`src/rtl/dmd_pkg.sv`:
```
// ============================================================================
// Module      : dmd_pkg
// Description : Shared constants and FSM state encoding for the DMD row-scan
//               controller (panel geometry, row index width, scan states).
// Revision    : 1.0 - initial release
// ============================================================================
`default_nettype none

package dmd_pkg;

    localparam int DMD_ROWS = 16;
    localparam int DMD_COLS = 16;
    localparam int ROW_W    = $clog2(DMD_ROWS);

    localparam logic [ROW_W-1:0] c_row_last = ROW_W'(DMD_ROWS - 1);

    // Scan FSM encoding
    typedef logic [2:0] dmd_state_t;
    localparam dmd_state_t c_st_idle   = 3'd0;
    localparam dmd_state_t c_st_blank  = 3'd1;
    localparam dmd_state_t c_st_load   = 3'd2;
    localparam dmd_state_t c_st_strobe = 3'd3;
    localparam dmd_state_t c_st_dwell  = 3'd4;

    // Larger of two cycle counts; sizes the shared blank/dwell counter
    function automatic int dmd_max(input int a, input int b);
        return (a > b) ? a : b;
    endfunction

endpackage

`default_nettype wire

```
`src/rtl/dmd_scan_ctrl_if.sv`:
```
// ============================================================================
// Module      : dmd_scan_ctrl_if
// Description : Host-side write/control and panel-side drive signals of the
//               DMD scan controller. master = host/bench, slave = controller.
// Revision    : 1.0 - initial release
// ============================================================================
`default_nettype none

interface dmd_scan_ctrl_if;
    import dmd_pkg::*;

    logic                enable;
    logic                wr_en;
    logic [ROW_W-1:0]    wr_row;
    logic [DMD_COLS-1:0] wr_data;
    logic                swap_req;
    logic                swap_ack;
    logic [ROW_W-1:0]    dmd_seg;
    logic [DMD_COLS-1:0] dmd_column;
    logic                DMD_CLK;
    logic                DMD_CLR;
    logic                frame_start;

    modport master (
        output enable, wr_en, wr_row, wr_data, swap_req,
        input  swap_ack, dmd_seg, dmd_column, DMD_CLK, DMD_CLR, frame_start
    );

    modport slave (
        input  enable, wr_en, wr_row, wr_data, swap_req,
        output swap_ack, dmd_seg, dmd_column, DMD_CLK, DMD_CLR, frame_start
    );

endinterface

`default_nettype wire

```
`src/rtl/dmd_frame_buf.sv`:
```
// ============================================================================
// Module      : dmd_frame_buf
// Description : 1- or 2-bank 16x16 pixel register file. One synchronous write
//               port, one asynchronous row read port, explicit bank selects.
//               Synchronous reset clears every bank.
// Revision    : 1.0 - initial release
// ============================================================================
`default_nettype none

module dmd_frame_buf
    import dmd_pkg::*;
#(
    parameter int NUM_BANKS = 1
) (
    input  wire logic                clk,
    input  wire logic                rst,
    input  wire logic                wr_en_i,
    input  wire logic                wr_bank_i,
    input  wire logic [ROW_W-1:0]    wr_row_i,
    input  wire logic [DMD_COLS-1:0] wr_data_i,
    input  wire logic                rd_bank_i,
    input  wire logic [ROW_W-1:0]    rd_row_i,
    output logic      [DMD_COLS-1:0] rd_data_o
);

    localparam int ADDR_W  = ROW_W + ((NUM_BANKS > 1) ? 1 : 0);
    localparam int DEPTH   = NUM_BANKS * DMD_ROWS;

    logic [DMD_COLS-1:0] mem_q [DEPTH];
    logic [ADDR_W-1:0]   wr_addr;
    logic [ADDR_W-1:0]   rd_addr;

    generate
        if (NUM_BANKS > 1) begin : g_banked
            assign wr_addr = {wr_bank_i, wr_row_i};
            assign rd_addr = {rd_bank_i, rd_row_i};
        end else begin : g_flat
            logic w_unused_bank;
            assign wr_addr       = wr_row_i;
            assign rd_addr       = rd_row_i;
            assign w_unused_bank = wr_bank_i ^ rd_bank_i;
        end
    endgenerate

    // Storage: cleared on reset, one row written per strobe
    always_ff @(posedge clk) begin
        if (rst) begin
            for (int i = 0; i < DEPTH; i++) begin
                mem_q[i] <= '0;
            end
        end else if (wr_en_i) begin
            mem_q[wr_addr] <= wr_data_i;
        end
    end

    assign rd_data_o = mem_q[rd_addr];

endmodule

`default_nettype wire

```
`src/rtl/dmd_scan_ctrl.sv`:
```
// ============================================================================
// Module      : dmd_scan_ctrl
// Description : Row-scan controller for a 16x16 DMD panel. Each row is blanked
//               for BLANK_CYCLES, loaded, strobed for one cycle and held for
//               DWELL_CYCLES. Frames always complete before the scan stops.
//               Optional macro DMD_DOUBLE_BUFFER_EN: front/back banks with a
//               swap at the frame boundary (or from IDLE); otherwise a single
//               bank written directly.
// Revision    : 1.0 - initial release
// ============================================================================
`default_nettype none

module dmd_scan_ctrl
    import dmd_pkg::*;
#(
    parameter int DWELL_CYCLES = 1000,
    parameter int BLANK_CYCLES = 4
) (
    input  wire logic        CLK,
    input  wire logic        RESET,
    dmd_scan_ctrl_if.slave   bus
);

    localparam int CNT_W = $clog2(dmd_max(DWELL_CYCLES, BLANK_CYCLES) + 1);
    localparam logic [CNT_W-1:0] c_dwell_last = CNT_W'(DWELL_CYCLES - 1);
    localparam logic [CNT_W-1:0] c_blank_last = CNT_W'(BLANK_CYCLES - 1);
    localparam logic [CNT_W-1:0] c_cnt_one    = CNT_W'(1);
    localparam logic [ROW_W-1:0] c_row_one    = ROW_W'(1);

    dmd_state_t          state_q, state_d;
    logic [CNT_W-1:0]    cnt_q, cnt_d;
    logic [ROW_W-1:0]    row_q, row_d;
    logic [ROW_W-1:0]    seg_q, seg_d;
    logic [DMD_COLS-1:0] col_q, col_d;
    logic                clr_q, clr_d;
    logic                strobe_q, strobe_d;
    logic                fs_q, fs_d;
    logic                ack_q, ack_d;

    logic                w_wr_bank;
    logic                w_rd_bank;
    logic [DMD_COLS-1:0] w_rd_data;
    logic [DMD_COLS-1:0] w_row_pixels;

`ifdef DMD_DOUBLE_BUFFER_EN
    localparam int c_banks = 2;
    logic bank_q, bank_d;
    logic w_frame_end;

    // Writes always target the hidden bank; the panel reads the front bank
    assign w_wr_bank    = ~bank_q;
    assign w_rd_bank    = bank_q;
    assign w_row_pixels = w_rd_data;
    assign w_frame_end  = (state_q == c_st_dwell) && (cnt_q == '0) &&
                          (row_q == c_row_last);

    // Swap at the frame boundary or straight from IDLE; the ack guard stops a
    // still-held request from swapping twice
    always_comb begin
        bank_d = bank_q;
        ack_d  = 1'b0;
        if (!ack_q && bus.swap_req && (w_frame_end || state_q == c_st_idle)) begin
            bank_d = ~bank_q;
            ack_d  = 1'b1;
        end
    end

    // Front-bank select
    always_ff @(posedge CLK) begin
        if (RESET) begin
            bank_q <= 1'b0;
        end else begin
            bank_q <= bank_d;
        end
    end
`else
    localparam int c_banks = 1;
    logic swap_req_q;

    // Single bank: a write landing on the edge that enters LOAD is forwarded
    // so the row shows the buffer contents as they stand in the LOAD cycle
    assign w_wr_bank    = 1'b0;
    assign w_rd_bank    = 1'b0;
    assign w_row_pixels = (bus.wr_en && bus.wr_row == row_q) ? bus.wr_data
                                                              : w_rd_data;

    // Acknowledge the rising edge of a request; nothing to swap
    always_comb begin
        ack_d = bus.swap_req & ~swap_req_q;
    end

    // Request history for edge detection
    always_ff @(posedge CLK) begin
        if (RESET) begin
            swap_req_q <= 1'b0;
        end else begin
            swap_req_q <= bus.swap_req;
        end
    end
`endif

    dmd_frame_buf #(
        .NUM_BANKS (c_banks)
    ) u_frame_buf (
        .clk       (CLK),
        .rst       (RESET),
        .wr_en_i   (bus.wr_en),
        .wr_bank_i (w_wr_bank),
        .wr_row_i  (bus.wr_row),
        .wr_data_i (bus.wr_data),
        .rd_bank_i (w_rd_bank),
        .rd_row_i  (row_q),
        .rd_data_o (w_rd_data)
    );

    // Scan sequencing: blank -> load -> strobe -> dwell per row, stop only at
    // the end of row 15
    always_comb begin
        state_d = state_q;
        cnt_d   = cnt_q;
        row_d   = row_q;
        case (state_q)
            c_st_idle: begin
                row_d = '0;
                if (bus.enable) begin
                    state_d = c_st_blank;
                    cnt_d   = c_blank_last;
                end
            end
            c_st_blank: begin
                if (cnt_q == '0) begin
                    state_d = c_st_load;
                end else begin
                    cnt_d = cnt_q - c_cnt_one;
                end
            end
            c_st_load: begin
                state_d = c_st_strobe;
            end
            c_st_strobe: begin
                state_d = c_st_dwell;
                cnt_d   = c_dwell_last;
            end
            c_st_dwell: begin
                if (cnt_q == '0) begin
                    row_d = row_q + c_row_one;
                    cnt_d = c_blank_last;
                    if (row_q == c_row_last && !bus.enable) begin
                        state_d = c_st_idle;
                    end else begin
                        state_d = c_st_blank;
                    end
                end else begin
                    cnt_d = cnt_q - c_cnt_one;
                end
            end
            default: begin
                state_d = c_st_idle;
            end
        endcase
    end

    // Panel outputs follow the state being entered so they register in step
    // with it; column data is frozen from LOAD to the end of DWELL
    always_comb begin
        clr_d    = (state_d == c_st_idle) || (state_d == c_st_blank);
        strobe_d = (state_d == c_st_strobe);
        fs_d     = (state_d == c_st_load) && (row_q == '0);
        seg_d    = seg_q;
        col_d    = col_q;
        if (state_d == c_st_idle) begin
            seg_d = '0;
            col_d = '0;
        end else if (state_d == c_st_blank) begin
            col_d = '0;
        end else if (state_d == c_st_load) begin
            seg_d = row_q;
            col_d = w_row_pixels;
        end
    end

    // State and output registers
    always_ff @(posedge CLK) begin
        if (RESET) begin
            state_q  <= c_st_idle;
            cnt_q    <= '0;
            row_q    <= '0;
            seg_q    <= '0;
            col_q    <= '0;
            clr_q    <= 1'b1;
            strobe_q <= 1'b0;
            fs_q     <= 1'b0;
            ack_q    <= 1'b0;
        end else begin
            state_q  <= state_d;
            cnt_q    <= cnt_d;
            row_q    <= row_d;
            seg_q    <= seg_d;
            col_q    <= col_d;
            clr_q    <= clr_d;
            strobe_q <= strobe_d;
            fs_q     <= fs_d;
            ack_q    <= ack_d;
        end
    end

    assign bus.swap_ack    = ack_q;
    assign bus.dmd_seg     = seg_q;
    assign bus.dmd_column  = col_q;
    assign bus.DMD_CLK     = strobe_q;
    assign bus.DMD_CLR     = clr_q;
    assign bus.frame_start = fs_q;

endmodule

`default_nettype wire

```
`src/flat_wrapper.sv`:
```
// flat-port wrapper written by rule: the top's interface ports become plain ports
module dmd_scan_ctrl_flat import dmd_pkg::*;
#(
    parameter int DWELL_CYCLES = 1000,
    parameter int BLANK_CYCLES = 4
)
  (CLK, RESET, bus_enable, bus_wr_en, bus_wr_row, bus_wr_data, bus_swap_req, bus_swap_ack, bus_dmd_seg, bus_dmd_column, bus_DMD_CLK, bus_DMD_CLR, bus_frame_start);
  dmd_scan_ctrl_if bus_i ();
  input  wire logic CLK;
  input  wire logic RESET;
  input wire logic [$bits(bus_i.enable)-1:0] bus_enable;
  input wire logic [$bits(bus_i.wr_en)-1:0] bus_wr_en;
  input wire logic [$bits(bus_i.wr_row)-1:0] bus_wr_row;
  input wire logic [$bits(bus_i.wr_data)-1:0] bus_wr_data;
  input wire logic [$bits(bus_i.swap_req)-1:0] bus_swap_req;
  output wire logic [$bits(bus_i.swap_ack)-1:0] bus_swap_ack;
  output wire logic [$bits(bus_i.dmd_seg)-1:0] bus_dmd_seg;
  output wire logic [$bits(bus_i.dmd_column)-1:0] bus_dmd_column;
  output wire logic [$bits(bus_i.DMD_CLK)-1:0] bus_DMD_CLK;
  output wire logic [$bits(bus_i.DMD_CLR)-1:0] bus_DMD_CLR;
  output wire logic [$bits(bus_i.frame_start)-1:0] bus_frame_start;
  assign bus_i.enable = bus_enable;
  assign bus_i.wr_en = bus_wr_en;
  assign bus_i.wr_row = bus_wr_row;
  assign bus_i.wr_data = bus_wr_data;
  assign bus_i.swap_req = bus_swap_req;
  assign bus_swap_ack = bus_i.swap_ack;
  assign bus_dmd_seg = bus_i.dmd_seg;
  assign bus_dmd_column = bus_i.dmd_column;
  assign bus_DMD_CLK = bus_i.DMD_CLK;
  assign bus_DMD_CLR = bus_i.DMD_CLR;
  assign bus_frame_start = bus_i.frame_start;
  dmd_scan_ctrl #(.DWELL_CYCLES(DWELL_CYCLES), .BLANK_CYCLES(BLANK_CYCLES)) u_core (.CLK(CLK), .RESET(RESET), .bus(bus_i));
endmodule
```
`config.mk`:
```
export PLATFORM = sky130hd
export DESIGN_NAME = dmd_scan_ctrl_flat
export DESIGN_NICKNAME = d
export VERILOG_FILES = /design/src/rtl/dmd_pkg.sv /design/src/rtl/dmd_scan_ctrl_if.sv /design/src/rtl/dmd_frame_buf.sv /design/src/rtl/dmd_scan_ctrl.sv /design/src/flat_wrapper.sv
export SDC_FILE = /design/constraint.sdc
export NUM_CORES = 1
export LEC_CHECK = 0
export CORE_ASPECT_RATIO = 1.2
export CORE_MARGIN = 8
export CORE_UTILIZATION = 63
export DETAILED_ROUTE_END_ITERATION = 12
export PLACE_DENSITY = 0.82
export SYNTH_ARGS = -nofsm -noshare
export SYNTH_HDL_FRONTEND = slang
export SYNTH_HIERARCHICAL = 1
export SYNTH_SLANG_ARGS = --single-unit
export TNS_END_PERCENT = 10
```
`constraint.sdc`:
```
create_clock -name CLK -period 7.2 [get_ports CLK]
set_clock_uncertainty 0.15 [all_clocks]
set_input_delay 1.8 -clock CLK [delete_from_list [all_inputs] [get_ports CLK]]
set_output_delay 1.8 -clock CLK [all_outputs]
set_load 0.02 [all_outputs]
```
==> impl_metrics.ini <==
[outcome]
status = completed

[cts]
cts-root-buf = clkbuf_16
h-tree-depth = 1
cts_resized = 0
ctsLongestPathBuffers = 3
cts_tree = done
post_cts.repair.setup_buffers = 0
hold_buffers = 0
clk_latency_ns = 0.54
clock_sinks = 298
cts_buffers = 29
clkTransAtPathRegs_ns = 0.06

[power_and_ir_drop]
clkPwrFrac_pct = 34.9
p_total_mw = 4.34
comb_power_share_pct = 17.2
p_int_mw = 3.15
vdd_drop_max_mv = 0.216
p_sw_share_pct = 27.4
power.switching_mw = 1.19
p_per_area_nw_per_um2 = 279
power_frac_seq_pct = 47.9
p_leak_nw = 5.17

[drt]
drcViolationCount = 0
antenna_left = 0
firstDrtPassIters = 6
wl_per_cell_um = 26.1
drt_iter0_drc = 1049
viasPerCell = 6.59
totalWireLength_um = 34200
vias = 8630

[grt]
grt_max_degree = 70
grt.total_usage_pct = 24.8
grt-ovfl-total = 0
grt_pass1_vias = 8364
grt_antenna_before_repair = 0
grt_pass1_wl_um = 51600

[cells_and_area]
syn_to_final_growth_pct = 11.0
num_antenna_cells = 0
final_nets = 1039
layout-drive-gt1-share_pct = 18.2
final_cell_mix = edfxtp_1 (256), and2_1 (241), mux4_2 (64)
final_common_cell = edfxtp_1
fin_util_pct = 70.3
instances_no_fill = 1310

[floorplanning]
die-area_sq_um = 27300
die_x_um = 152
coreArea_sq_um = 22100
num_rows = 60
start_util_pct = 63.3
fp.dieH_um = 179
ios = 49

[worst_setup_path]
critPathArrivalTime_ns = 4.51
crit_slowest_cell = clkdlybuf4s50_1
critical_path_buf_inv_count = 1
path_cells = clkdlybuf4s50_1, or4b_4, nor2_2, or2_2
worstPathRequired_ns = 7.25
critPathCaptureType = flip-flop
r2r_cells = 6
worstSetupPathDepth = 4
path_delay_family = simple AND/OR/NAND/NOR gates
max_stage_delay_ns = 1.08
critPathLaunchType = primary input
crit_fanout = 21
timing.setup.critical_path_class = in -> reg

[timing]
fin_tns_setup_ns = 0
fin_crit_sh_pct = 62.0
tightest_slew_ns = 1.10
hold_viol_final = 0
slew_violations = 0
clock.fmax_ghz = 0.224
finalSetupViolCount = 0
timing.slew.headroom_pct = 26.6
fin_crit_ns = 4.46
rsz0062_at_grt = no

[placed_design]
place_inst = 1257
gp_congestion = 1.03
port_buffers = 48
dp.final_hpwl_um = 22400

[yosys]
yosys_warnings = 6
syn-num-nets = 1032
avgSynthCellArea_sq_um = 14.0
syn_area_sq_um = 14000
synthCells = 1003

[flow_run]
maxCapViolCount = 0

[hold_path]
hold_path_class = reg -> reg
whs_path_depth = 1
[worst reg2reg max path, cell delays in order (launching register included)]
cell      delay, ns
dfxtp_4        0.60
buf_4          0.80
mux4_2         0.64
a22oi_1        0.43
nand2_1        0.16
o21ai_0        0.14
a211oi_1       0.11
[worst paths after layout]
kind / endpoint / start / slack (ns)
worst max register to register: u_core/bus.dmd_column[10] / u_core/row_q[0] / 4.02
worst max-delay path: u_core/u_frame_buf/mem_q[1][1] / bus_wr_en / 2.74
worst min register to register: u_core/bus.swap_ack / u_core/swap_req_q / 0.24
worst min-delay path: u_core/bus.swap_ack / u_core/swap_req_q / 0.24
[power by group through the flow]
| stage | clock network [mW] | registers, mW | logic [mW] |
|---|---|---|---|
| final | 1.52 | 2.08 | 0.746 |
| after global routing | 1.59 | 2.09 | 0.806 |
| after CTS | 1.53 | 2.08 | 0.733 |
| after detailed placement | 0 | 2.11 | 0.722 |
| after global placement | 0 | 2.10 | 0.709 |
| after floorplan | 0 | 2.08 | 0.540 |
[flip-flops by register name, summed over array words and instances (netlist names)]
register,count
u_core/swap_req_q,1
u_core/u_frame_buf/mem_q,256
u_core/row_q,4
u_core/bus.dmd_seg,4
u_core/bus.swap_ack,1
u_core/bus.DMD_CLK,1
u_core/state_q,3
u_core/bus.frame_start,1
u_core/cnt_q,10
u_core/bus.dmd_column,16
u_core/bus.DMD_CLR,1
[area by class of cell]
cell class                 instances  area [sq um]
sequential                       298          8530
fill                            1383          6580
multi-input combinational        616          5150
clock buffer                      38           810
timing repair buffer              57           546
tap                              279           349
clock inverter                    14           154
inverter                           8          30.0
[per-layer routing]
| metal | GRT usage [%] | up-vias | wire (um) |
|---|---|---|---|
| met5 | 0 | - | 0 |
| met3 | 3.67 | 84 | 3230 |
| met1 | 32.3 | 4250 | 12900 |
| li1 | - | 3767 | - |
| met2 | 41.5 | 529 | 16700 |
| met4 | 9.81 | 0 | 1380 |
[stage by stage]
stage                     setup WS (ns)  hold WS, ns  cell area (sq um)
after floorplan                    3.81        0.217              14000
after global placement             2.37        0.222              14600
after detailed placement           2.29        0.227              14600
after CTS                          2.83        0.242              15600
after global routing               2.60        0.269              15600
final                              2.74        0.245              15600
Power figures use the tool's default switching activity.
